## src/rtl/train_ctrl_pkg.sv

```systemverilog
// Shared types and helpers for the perceptron training controller.
// Build option: TRAIN_PARALLEL_UPDATE_EN (single-cycle weight/bias update).
package train_ctrl_pkg;

  localparam int DEF_NUM_IN  = 2;
  localparam int DEF_CNT_W   = 32;
  localparam int DEF_EPOCH_W = 16;
  localparam int STATE_W     = 3;

  typedef enum logic [STATE_W-1:0] {
    S_IDLE,
    S_INIT,
    S_FETCH,
    S_COMPUTE,
    S_UPDATE,
    S_EPOCH_END,
    S_DONE
  } state_t;

  // One-hot weight strobe decode: bit k is set when the update index is k.
  function automatic logic w_sel(
    input int unsigned idx,
    input int unsigned k
  );
    return idx == k;
  endfunction

endpackage

```

## src/rtl/train_sample_seq.sv

```systemverilog
// Sample address counter for the training controller.
// Clear, increment and last-sample detect against the latched count.
module train_sample_seq #(
  parameter int CNT_W = 32
) (
  input  logic             clk,
  input  logic             rst,
  input  logic             clr,
  input  logic             inc,
  input  logic [CNT_W-1:0] n,
  output logic [CNT_W-1:0] addr,
  output logic             last
);

  always_ff @(posedge clk) begin
    if (rst) begin
      addr <= '0;
    end else if (clr) begin
      addr <= '0;
    end else if (inc) begin
      addr <= addr + 1'b1;
    end
  end

  assign last = (addr == n - 1'b1);

endmodule

```

## src/rtl/train_ctrl_seq.sv

```systemverilog
// Perceptron training controller: fetch, compute, update, epoch/convergence.
// Build option: TRAIN_PARALLEL_UPDATE_EN (single-cycle weight/bias update).
module train_ctrl_seq
  import train_ctrl_pkg::*;
#(
  parameter int NUM_IN  = DEF_NUM_IN,
  parameter int CNT_W   = DEF_CNT_W,
  parameter int EPOCH_W = DEF_EPOCH_W
) (
  input  logic               clk,
  input  logic               rst,
  input  logic               start,
  input  logic [CNT_W-1:0]   n_samples,
  input  logic [EPOCH_W-1:0] max_epochs,
  input  logic               sample_valid,
  input  logic               eq_flag,
  output logic               sample_req,
  output logic [CNT_W-1:0]   sample_addr,
  output logic               ld_x,
  output logic               ld_t,
  output logic               ld_yin,
  output logic               init_w,
  output logic               init_b,
  output logic [NUM_IN-1:0]  ld_w,
  output logic               ld_b,
  output logic               busy,
  output logic               done,
  output logic               converged,
  output logic               timeout,
  output logic [EPOCH_W-1:0] epoch_cnt
);

  state_t             state;
  state_t             nxt;
  logic [CNT_W-1:0]   n_lat;
  logic [EPOCH_W-1:0] max_lat;
  logic               clean;
  logic               last;
  logic               clr;
  logic               inc;
  logic               adv;
  logic               upd_last;
  logic               tmo_hit;
  logic [EPOCH_W-1:0] epoch_inc;
  logic [EPOCH_W-1:0] epoch_nx;

`ifndef TRAIN_PARALLEL_UPDATE_EN
  localparam int WI_W = $clog2(NUM_IN + 1);
  localparam logic [WI_W-1:0] W_LAST = WI_W'(NUM_IN);

  logic [WI_W-1:0] w_idx;
  logic [WI_W-1:0] w_idx_nx;

  assign upd_last = (w_idx == W_LAST);
  assign w_idx_nx = (state == S_UPDATE) ? w_idx + 1'b1 : '0;
`else
  assign upd_last = 1'b1;
`endif

  train_sample_seq #(
    .CNT_W(CNT_W)
  ) u_seq (
    .clk (clk),
    .rst (rst),
    .clr (clr),
    .inc (inc),
    .n   (n_lat),
    .addr(sample_addr),
    .last(last)
  );

  // Saturate so an unlimited run never wraps back to zero.
  assign epoch_inc = epoch_cnt + 1'b1;
  assign epoch_nx  = (&epoch_cnt) ? epoch_cnt : epoch_inc;
  assign tmo_hit   = (max_lat != '0) && (epoch_inc == max_lat);

  assign ld_x = (state == S_FETCH) && sample_valid;
  assign ld_t = ld_x;

  always_comb begin
    nxt = state;
    clr = 1'b0;
    inc = 1'b0;
    adv = 1'b0;
    unique case (state)
      S_IDLE:      if (start) nxt = S_INIT;
      S_INIT: begin
        clr = 1'b1;
        nxt = (n_lat == '0) ? S_DONE : S_FETCH;
      end
      S_FETCH:     if (sample_valid) nxt = S_COMPUTE;
      S_COMPUTE: begin
        if (!eq_flag) nxt = S_UPDATE;
        else          adv = 1'b1;
      end
      S_UPDATE:    adv = upd_last;
      S_EPOCH_END: begin
        if (clean || tmo_hit) begin
          nxt = S_DONE;
        end else begin
          clr = 1'b1;
          nxt = S_FETCH;
        end
      end
      S_DONE:      nxt = S_IDLE;
      default:     nxt = S_IDLE;
    endcase
    if (adv) begin
      if (last) begin
        nxt = S_EPOCH_END;
      end else begin
        inc = 1'b1;
        nxt = S_FETCH;
      end
    end
  end

  always_ff @(posedge clk) begin
    if (rst) begin
      state      <= S_IDLE;
      n_lat      <= '0;
      max_lat    <= '0;
      clean      <= 1'b1;
      epoch_cnt  <= '0;
      converged  <= 1'b0;
      timeout    <= 1'b0;
      busy       <= 1'b0;
      done       <= 1'b0;
      sample_req <= 1'b0;
      ld_yin     <= 1'b0;
      init_w     <= 1'b0;
      init_b     <= 1'b0;
      ld_w       <= '0;
      ld_b       <= 1'b0;
`ifndef TRAIN_PARALLEL_UPDATE_EN
      w_idx      <= '0;
`endif
    end else begin
      state      <= nxt;
      busy       <= (nxt != S_IDLE);
      done       <= (nxt == S_DONE);
      sample_req <= (nxt == S_FETCH);
      ld_yin     <= (nxt == S_COMPUTE);
      init_w     <= (nxt == S_INIT);
      init_b     <= (nxt == S_INIT);
`ifndef TRAIN_PARALLEL_UPDATE_EN
      w_idx      <= w_idx_nx;
      for (int k = 0; k < NUM_IN; k++) begin
        ld_w[k] <= (nxt == S_UPDATE) &&
                   w_sel(int'(w_idx_nx), k);
      end
      ld_b       <= (nxt == S_UPDATE) && (w_idx_nx == W_LAST);
`else
      ld_w       <= {NUM_IN{nxt == S_UPDATE}};
      ld_b       <= (nxt == S_UPDATE);
`endif
      unique case (state)
        S_IDLE: begin
          if (start) begin
            n_lat     <= n_samples;
            max_lat   <= max_epochs;
            converged <= 1'b0;
            timeout   <= 1'b0;
          end
        end
        S_INIT: begin
          epoch_cnt <= '0;
          clean     <= 1'b1;
          if (n_lat == '0) converged <= 1'b1;
        end
        S_COMPUTE: begin
          if (!eq_flag) clean <= 1'b0;
        end
        S_EPOCH_END: begin
          epoch_cnt <= epoch_nx;
          if (clean)        converged <= 1'b1;
          else if (tmo_hit) timeout   <= 1'b1;
          else              clean     <= 1'b1;
        end
        default: ;
      endcase
    end
  end

endmodule
```

## config.mk

```make
export PLATFORM = sky130hd
export DESIGN_NAME = train_ctrl_seq
export DESIGN_NICKNAME = d
export VERILOG_FILES = /design/src/rtl/train_ctrl_pkg.sv /design/src/rtl/train_sample_seq.sv /design/src/rtl/train_ctrl_seq.sv
export SDC_FILE = /design/constraint.sdc
export NUM_CORES = 1
export LEC_CHECK = 0
export BUFFER_PORTS_ARGS = -buffer_cell sky130_fd_sc_hd__buf_4
export CORE_ASPECT_RATIO = 1.5
export CORE_MARGIN = 3
export CORE_UTILIZATION = 61
export DETAILED_ROUTE_END_ITERATION = 10
export HOLD_SLACK_MARGIN = 0.03
export PLACE_DENSITY = 0.86
export RECOVER_POWER = 25
export SLEW_MARGIN = 20
export SYNTH_ARGS = -nofsm -noshare
export SYNTH_HDL_FRONTEND = slang
export SYNTH_SLANG_ARGS = --single-unit
```

## constraint.sdc

```tcl
create_clock -name clk -period 6.4 [get_ports clk]
set_input_delay 0.96 -clock clk [delete_from_list [all_inputs] [get_ports clk]]
set_output_delay 0.96 -clock clk [all_outputs]
set_load 0.05 [all_outputs]
```

* Word level (Yosys, flattened, before mapping)
Index checks and enable logic that the tools add are counted.
** Storage, ports and cells
- Bits in registers :: 112
- Latch bits :: 0
- Memory bits (writable) :: 0
- Bits in read-only memories :: 0
- Input port bits :: 53
- Logic and storage cells :: 92
- Memories kept :: 0
** Operators by class
- Add/subtract/negate cells :: 4
- Multiply operators :: 0
- Div/mod/pow operators :: 0
- Order comparisons :: 0
- Equality and inequality tests :: 22
- Shifts and indexed selects :: 0
- Mux-type cells :: 28
- Bitwise operators :: 0
- Reduce and logical (&&, ||, !) cells :: 22
** Operator list (count)
- $add A32 B1 Y32 const B :: 1
- $eq A32 B32 Y1 :: 1
- $logic_not A32 Y1 :: 1
- $pmux W16 S2 :: 1
- $sub A32 B1 Y32 const B :: 1
- $mux W3 :: 7
- $pmux W3 S6 :: 1
- $add A16 B1 Y16 const B :: 1
- $eq A16 B16 Y1 :: 1
- $mux W16 :: 1
- $reduce_and A16 Y1 :: 1
- $reduce_bool A16 Y1 :: 1
- $ne A2 B2 Y1 const B :: 7
- $eq A3 B2 Y1 const B :: 4
- $eq A3 B3 Y1 const B :: 4
- $mux W1 :: 12
- $reduce_bool A3 Y1 :: 3
- $reduce_and A4 Y1 :: 2
- $eq A3 B1 Y1 const B :: 2
- $pmux W1 S2 :: 3
- $pmux W1 S3 :: 2
- $reduce_and A2 Y1 :: 3
- $logic_and A1 B1 Y1 :: 5
- $eq A2 B2 Y1 const B :: 2
- 8 further kinds :: 9

* Depth between registers and ports, before layout
- Word-level depth :: 9
- Mapped depth :: 13
- Mapped depth without buffers :: 10

* Cells and area by module
A second synthesis with hierarchy kept.
** Unflattened totals
- Cells, all modules :: 806
- Area total of the unflattened synthesis :: 6272.3 sq um
** Modules (own cells, without submodules)
- train_ctrl_seq :: times used 1, cells an instance 487, area an instance 3791.1 sq um
- train_sample_seq :: times used 1, cells an instance 319, area an instance 2481.1 sq um

* Least setup slack after synthesis
OpenSTA, ideal clock, no wires.
- Path kind :: register -> register
- From :: register epoch_cnt[0]
- To :: register ld_b
- Setup time :: 92 ps
- Data arrival time :: 3441 ps
- Data required time :: 6308 ps
- Path slack :: 2866 ps
- Cell stages (with the launch flop) :: 10
- Buffers on the path :: 1
- Cells stage by stage :: dfxtp_1 ha_1 clkbuf_1 nand4_1 nor4_1 and3_1 a22oi_1 nor4b_1 o2111ai_1 nor4_1
** Between the ends
- Longest elaborated chain between the ends :: 9
** Ends and longest elaborated chain
- start, declared :: RTL line train_ctrl_seq.sv:30 : output logic [EPOCH_W-1:0] epoch_cnt
- start signal, assigned :: RTL line train_ctrl_seq.sv:175 : epoch_cnt <= epoch_nx;
- $add A16 B1 Y16 :: RTL line train_ctrl_seq.sv:73 : assign epoch_inc = epoch_cnt + 1'b1;
- $eq A16 B16 Y1 :: RTL line train_ctrl_seq.sv:75 : assign tmo_hit = (max_lat != '0) && (epoch_inc == max_lat);
- $logic_and A1 B1 Y1 :: RTL line train_ctrl_seq.sv:75
- $logic_or A1 B1 Y1 :: RTL line train_ctrl_seq.sv:98 : if (clean || tmo_hit) begin
- $mux W3 :: RTL line train_ctrl_seq.sv:98
- $pmux W3 S6 :: RTL line train_ctrl_seq.sv:85 : unique case (state)
- $mux W3 :: RTL line train_ctrl_seq.sv:108 : if (adv) begin
- $eq A3 B3 Y1 :: RTL line train_ctrl_seq.sv:152 : ld_b <= (nxt == S_UPDATE) && (w_idx_nx == W_LAST);
- $logic_and A1 B1 Y1 :: RTL line train_ctrl_seq.sv:152
- end signal, assigned :: RTL line train_ctrl_seq.sv:152
- end, declared :: RTL line train_ctrl_seq.sv:25 : output logic ld_b,
Every way passes these cells.
A chain may end at the register's enable or synchronous reset.

* Final worst setup path
- From :: input rst
- To :: register u_seq.addr[6]
** Between the ends
- Longest elaborated chain between the ends :: 1
** Ends and longest elaborated chain
- start, declared :: RTL line train_ctrl_seq.sv:11 : input logic rst,
- $reduce_or A2 Y1 (no source line)
- end signal, assigned :: RTL line train_sample_seq.sv:21 : addr <= addr + 1'b1;
- end, declared :: RTL line train_sample_seq.sv:11 : output logic [CNT_W-1:0] addr,
Every way passes these cells.

==> summary.md <==
| Metric | Value |
|---|---|
| Final period utilization | 78.22% |
| RSZ-0062 raised after global routing | no |
| Power share of the clock group | 34.8% |
| Drt wl/cell | around 20 um |
| Slew @ Worst Pin | 3.194 ns |
| R2r startpoint | epoch_cnt[0] |
| Area Overhead vs Synth | 13.95% |
| EDFF count, synth | 0 |
| Critical Path Start Type | primary input |
| Final Hold Vio Count | 0 |
| Clk_lat worst skew | 0.35 ns |
| Status | finished, violations left |
| Maxcap violations | 1 |
| Final setup viols | 0 |
| Hpwl dp | 15310 um |
| Syn Std Cell Area | 0.006540 mm2 |
| Synth area leader | dfxtp_1 |
| Cells resized by post-CTS repair | 0 |
| CTS Buffer Depth | 2 |
| CTS Root Cell | clkbuf_16 |
| Layout cells sized above 1 | a little under an eighth |
| Die Y | 132.8 um |
| Max-slew violations | 76 |
| Register area share after synthesis | 34.28% |
| Max frequency | 199.8 MHz |
| P_int | 1.159 mW |
| GRT overflow | 0 |
| Core Region | 0.01030 mm2 |
| CP Data Required Time | between 6 and 7 ns |
| Hold path start | w_idx[0] |
| Worst rel slew slack | -112.9% |
| First-pass GRT wire length | 33490 um |
| Final wirelength | 20800 um |
| Layout fillers | 830 |
| FF+latch count, synth | 112 |
| H-tree Lvls | 3 |
| Worst-path clk slew | 0.08 ns |
| Syn_nets | roughly 920 |
| Ys async rst share | 0% |
| Cell count after synthesis | approximately 860 |
| Antenna violations before repair | 0 |
| Yosys warning total | 0 |
| Via count | 6829 |
| Top Ports | 114 |
| Die X | 90.55 um |
| Finished Cell Area | 0.007452 mm2 |
| Part of the power in registers | 46.4% |
| Top FF cell, synth | dfxtp_1 |
| Seq. cell area | 0.002242 mm2 |
| CP max FO | 75 |
| Crit path max-delay cell type | clkbuf_1 |
| Number of remaining DRC errors | 1 |
| GP Congestion | 1.099 |
| Fin Setup TNS | 0 ns |
| Failing checks | design-rule violations, max-capacitance violations, max-slew violations |
| Power Density | 222.9 mW/mm2 |
| Port bufs | between 100 and 150 |
| Setup slack after layout | about 1.4 ns |
| Drt pass-1 iters | 9 |
| Row count | 45 |
| Placed insts | 1048 |
| Vias in the first global route | about 6600 |
| Average size of a mapped cell | 7.622 um2 |
| Fin cells | between 1000 and 1500 |
| Critical path class | primary input to flop |
| Worst Setup SP | rst |
| Largest net degree at the start of global routing | 76 |
| Initial DRC Count | 505 |
| Initial Utilization | 63.47% |
| ANT cells | 0 |
| Sw frac | 30.23% |
| Area of the multi-input gates | just under 0.004 mm2 |
| Clock skew | approximately 0.0066 ns |
| Largest cells by area after synthesis | dfxtp_1, nand2_1, a21oi_1 |
| Comb power frac | between 10% and 20% |
| Post-route ant nets | 0 |
| Minimum clock period | 5.006 ns |
| CP endpoint kind | flop |
| Num CTS Buffers | 9 |
| Psw | roughly 0.5 mW |
| Leakage | 2.610 nW |
| CP arrival | 5.20 ns |
| Slowest stage delay, CP | roughly 2.2 ns |
| Synth cell types | 66 |
| HP Class | flop to flop |
| Via/cell ratio | approximately 6.4 |
| Die Area | 0.01203 mm2 |
| GRT Resource Usage Total | 34.32% |
| CTS tree | yes |
| Postcts setup bufs | 0 |
| Fin nets | 975 |
| Pre-CTS WS | 1.848 ns |
| Crit path cell chain | clkbuf_1 -> nor2_1 -> nand2_1 -> a21oi_1 |
| Maximum vdd drop | 0.0001335 V |
| PnR Total Power | 1.661 mW |
| Placed cell area | 0.007300 mm2 |
| Hold-fix buffers, CTS | 0 |
| Synth top area share | 34.28% |
| Clock sink count | 112 |
## worst max-delay path, delay by kind of cell
family | cells | cell delay (ns)
and+or+nand+nor | 2 | 1.88
AOI/OAI and AO/OA | 1 | 0.10
buffers and inverters | 1 | 2.22
## metrics by stage
stage / hold slack (ns) / utilization (%)
floorplan: 0.4278 / -
global placement: 0.4391 / 70.84
detailed placement: 0.4499 / 70.84
CTS: 0.4748 / 73.78
global route: 0.5034 / 72.33
finish: 0.4743 / 72.33
## layout make-up
cell class	instances	share of cell area [%]
clock inverters	7	1.041
multi-input cells	669	53.26
clock buffers	9	3.022
inverters	9	0.4533
repair buffers	117	9.772
well taps	141	2.367
flip-flops and latches	112	30.09
## path summary, 6_finish.rpt
check	endpoint	slack (ns)	depth (start not counted)
min reg2reg	w_idx[0]	0.47	1
max	u_seq.addr[6]	1.39	4
min	w_idx[0]	0.47	1
max reg2reg	u_seq.addr[6]	1.69	8
## state kept, by name, summed over array words and instances, names as in the netlist, 2 cells and up
name	count
max_lat	16
n_lat	32
w_idx	2
epoch_cnt	16
u_seq.addr	32
ld_w	2
state	3
## metal layers
metal / GRT usage [%] / vias up / part of all wire [%]
met5: 0 / - / 0
met4: 24.87 / 0 / 7.2
met3: 5.063 / 87 / 5.2
met2: 62.57 / 311 / 53
met1: 35.16 / 3210 / 35
li1: - / 3221 / -
## cells in the final DEF (no fill, tap or decap), drive strengths merged, types with 5 or more instances in the layout
| master | instances |
|---|---|
| nor3 | 26 |
| or4 | 19 |
| or3 | 23 |
| nor3b | 5 |
| a31oi | 9 |
| xor2 | 23 |
| nand3b | 12 |
| nand3 | 35 |
| nor2 | 47 |
| and3 | 6 |
| inv | 12 |
| o31ai | 15 |
| nor2b | 7 |
| mux2i | 13 |
| xnor2 | 36 |
| nor4 | 20 |
| clkbuf | 49 |
| o41ai | 5 |
| o21ai | 24 |
| nand4 | 22 |
| a211oi | 13 |
| nand2b | 9 |
| a21oi | 101 |
| nand2 | 142 |
| dfxtp | 112 |
| buf | 77 |
## kinds of logic (layout without fill, tap and decap cells)
family / Yosys count / after routing / synth area share (%)
AOI/OAI and AO/OA: 196 / 196 / 18.21
xor gates and xnor gates: 60 / 60 / 8.246
adders and majority gates: 4 / 4 / 0.7653
buffers and inverters: 77 / 142 / 5.127
DFF: 112 / 112 / 34.28
muxes: 13 / 13 / 1.990
and+or+nand+nor: 396 / 396 / 31.38
## synthesized netlist by cell type (4+ instances only)
library cell / n
nand2_1: 142
dfxtp_1: 112
a21oi_1: 101
clkbuf_1: 50
nor2_1: 47
xnor2_1: 36
nand3_1: 35
nor3_1: 26
o21ai_0: 24
xor2_1: 23
nand4_1: 22
or3_1: 22
nor4_1: 20
or4_1: 15
o31ai_1: 14
a211oi_1: 13
mux2i_1: 13
nand3b_1: 12
a31oi_1: 9
buf_2: 9
inv_1: 9
nand2b_1: 9
nor2b_1: 7
and3_1: 6
nor3b_1: 5
and2_1: 4
and4_1: 4
ha_1: 4
o41ai_1: 4
or4_4: 4
or4b_1: 4
## power by group through the flow
stage / registers [mW] / clock network (mW) / logic (mW)
floorplan: 0.770 / 0 / 0.228
global placement: 0.784 / 0 / 0.296
detailed placement: 0.786 / 0 / 0.306
CTS: 0.770 / 0.584 / 0.309
global route: 0.776 / 0.610 / 0.341
finish: 0.771 / 0.578 / 0.312
Note: power is estimated with default switching activity, not from simulation.
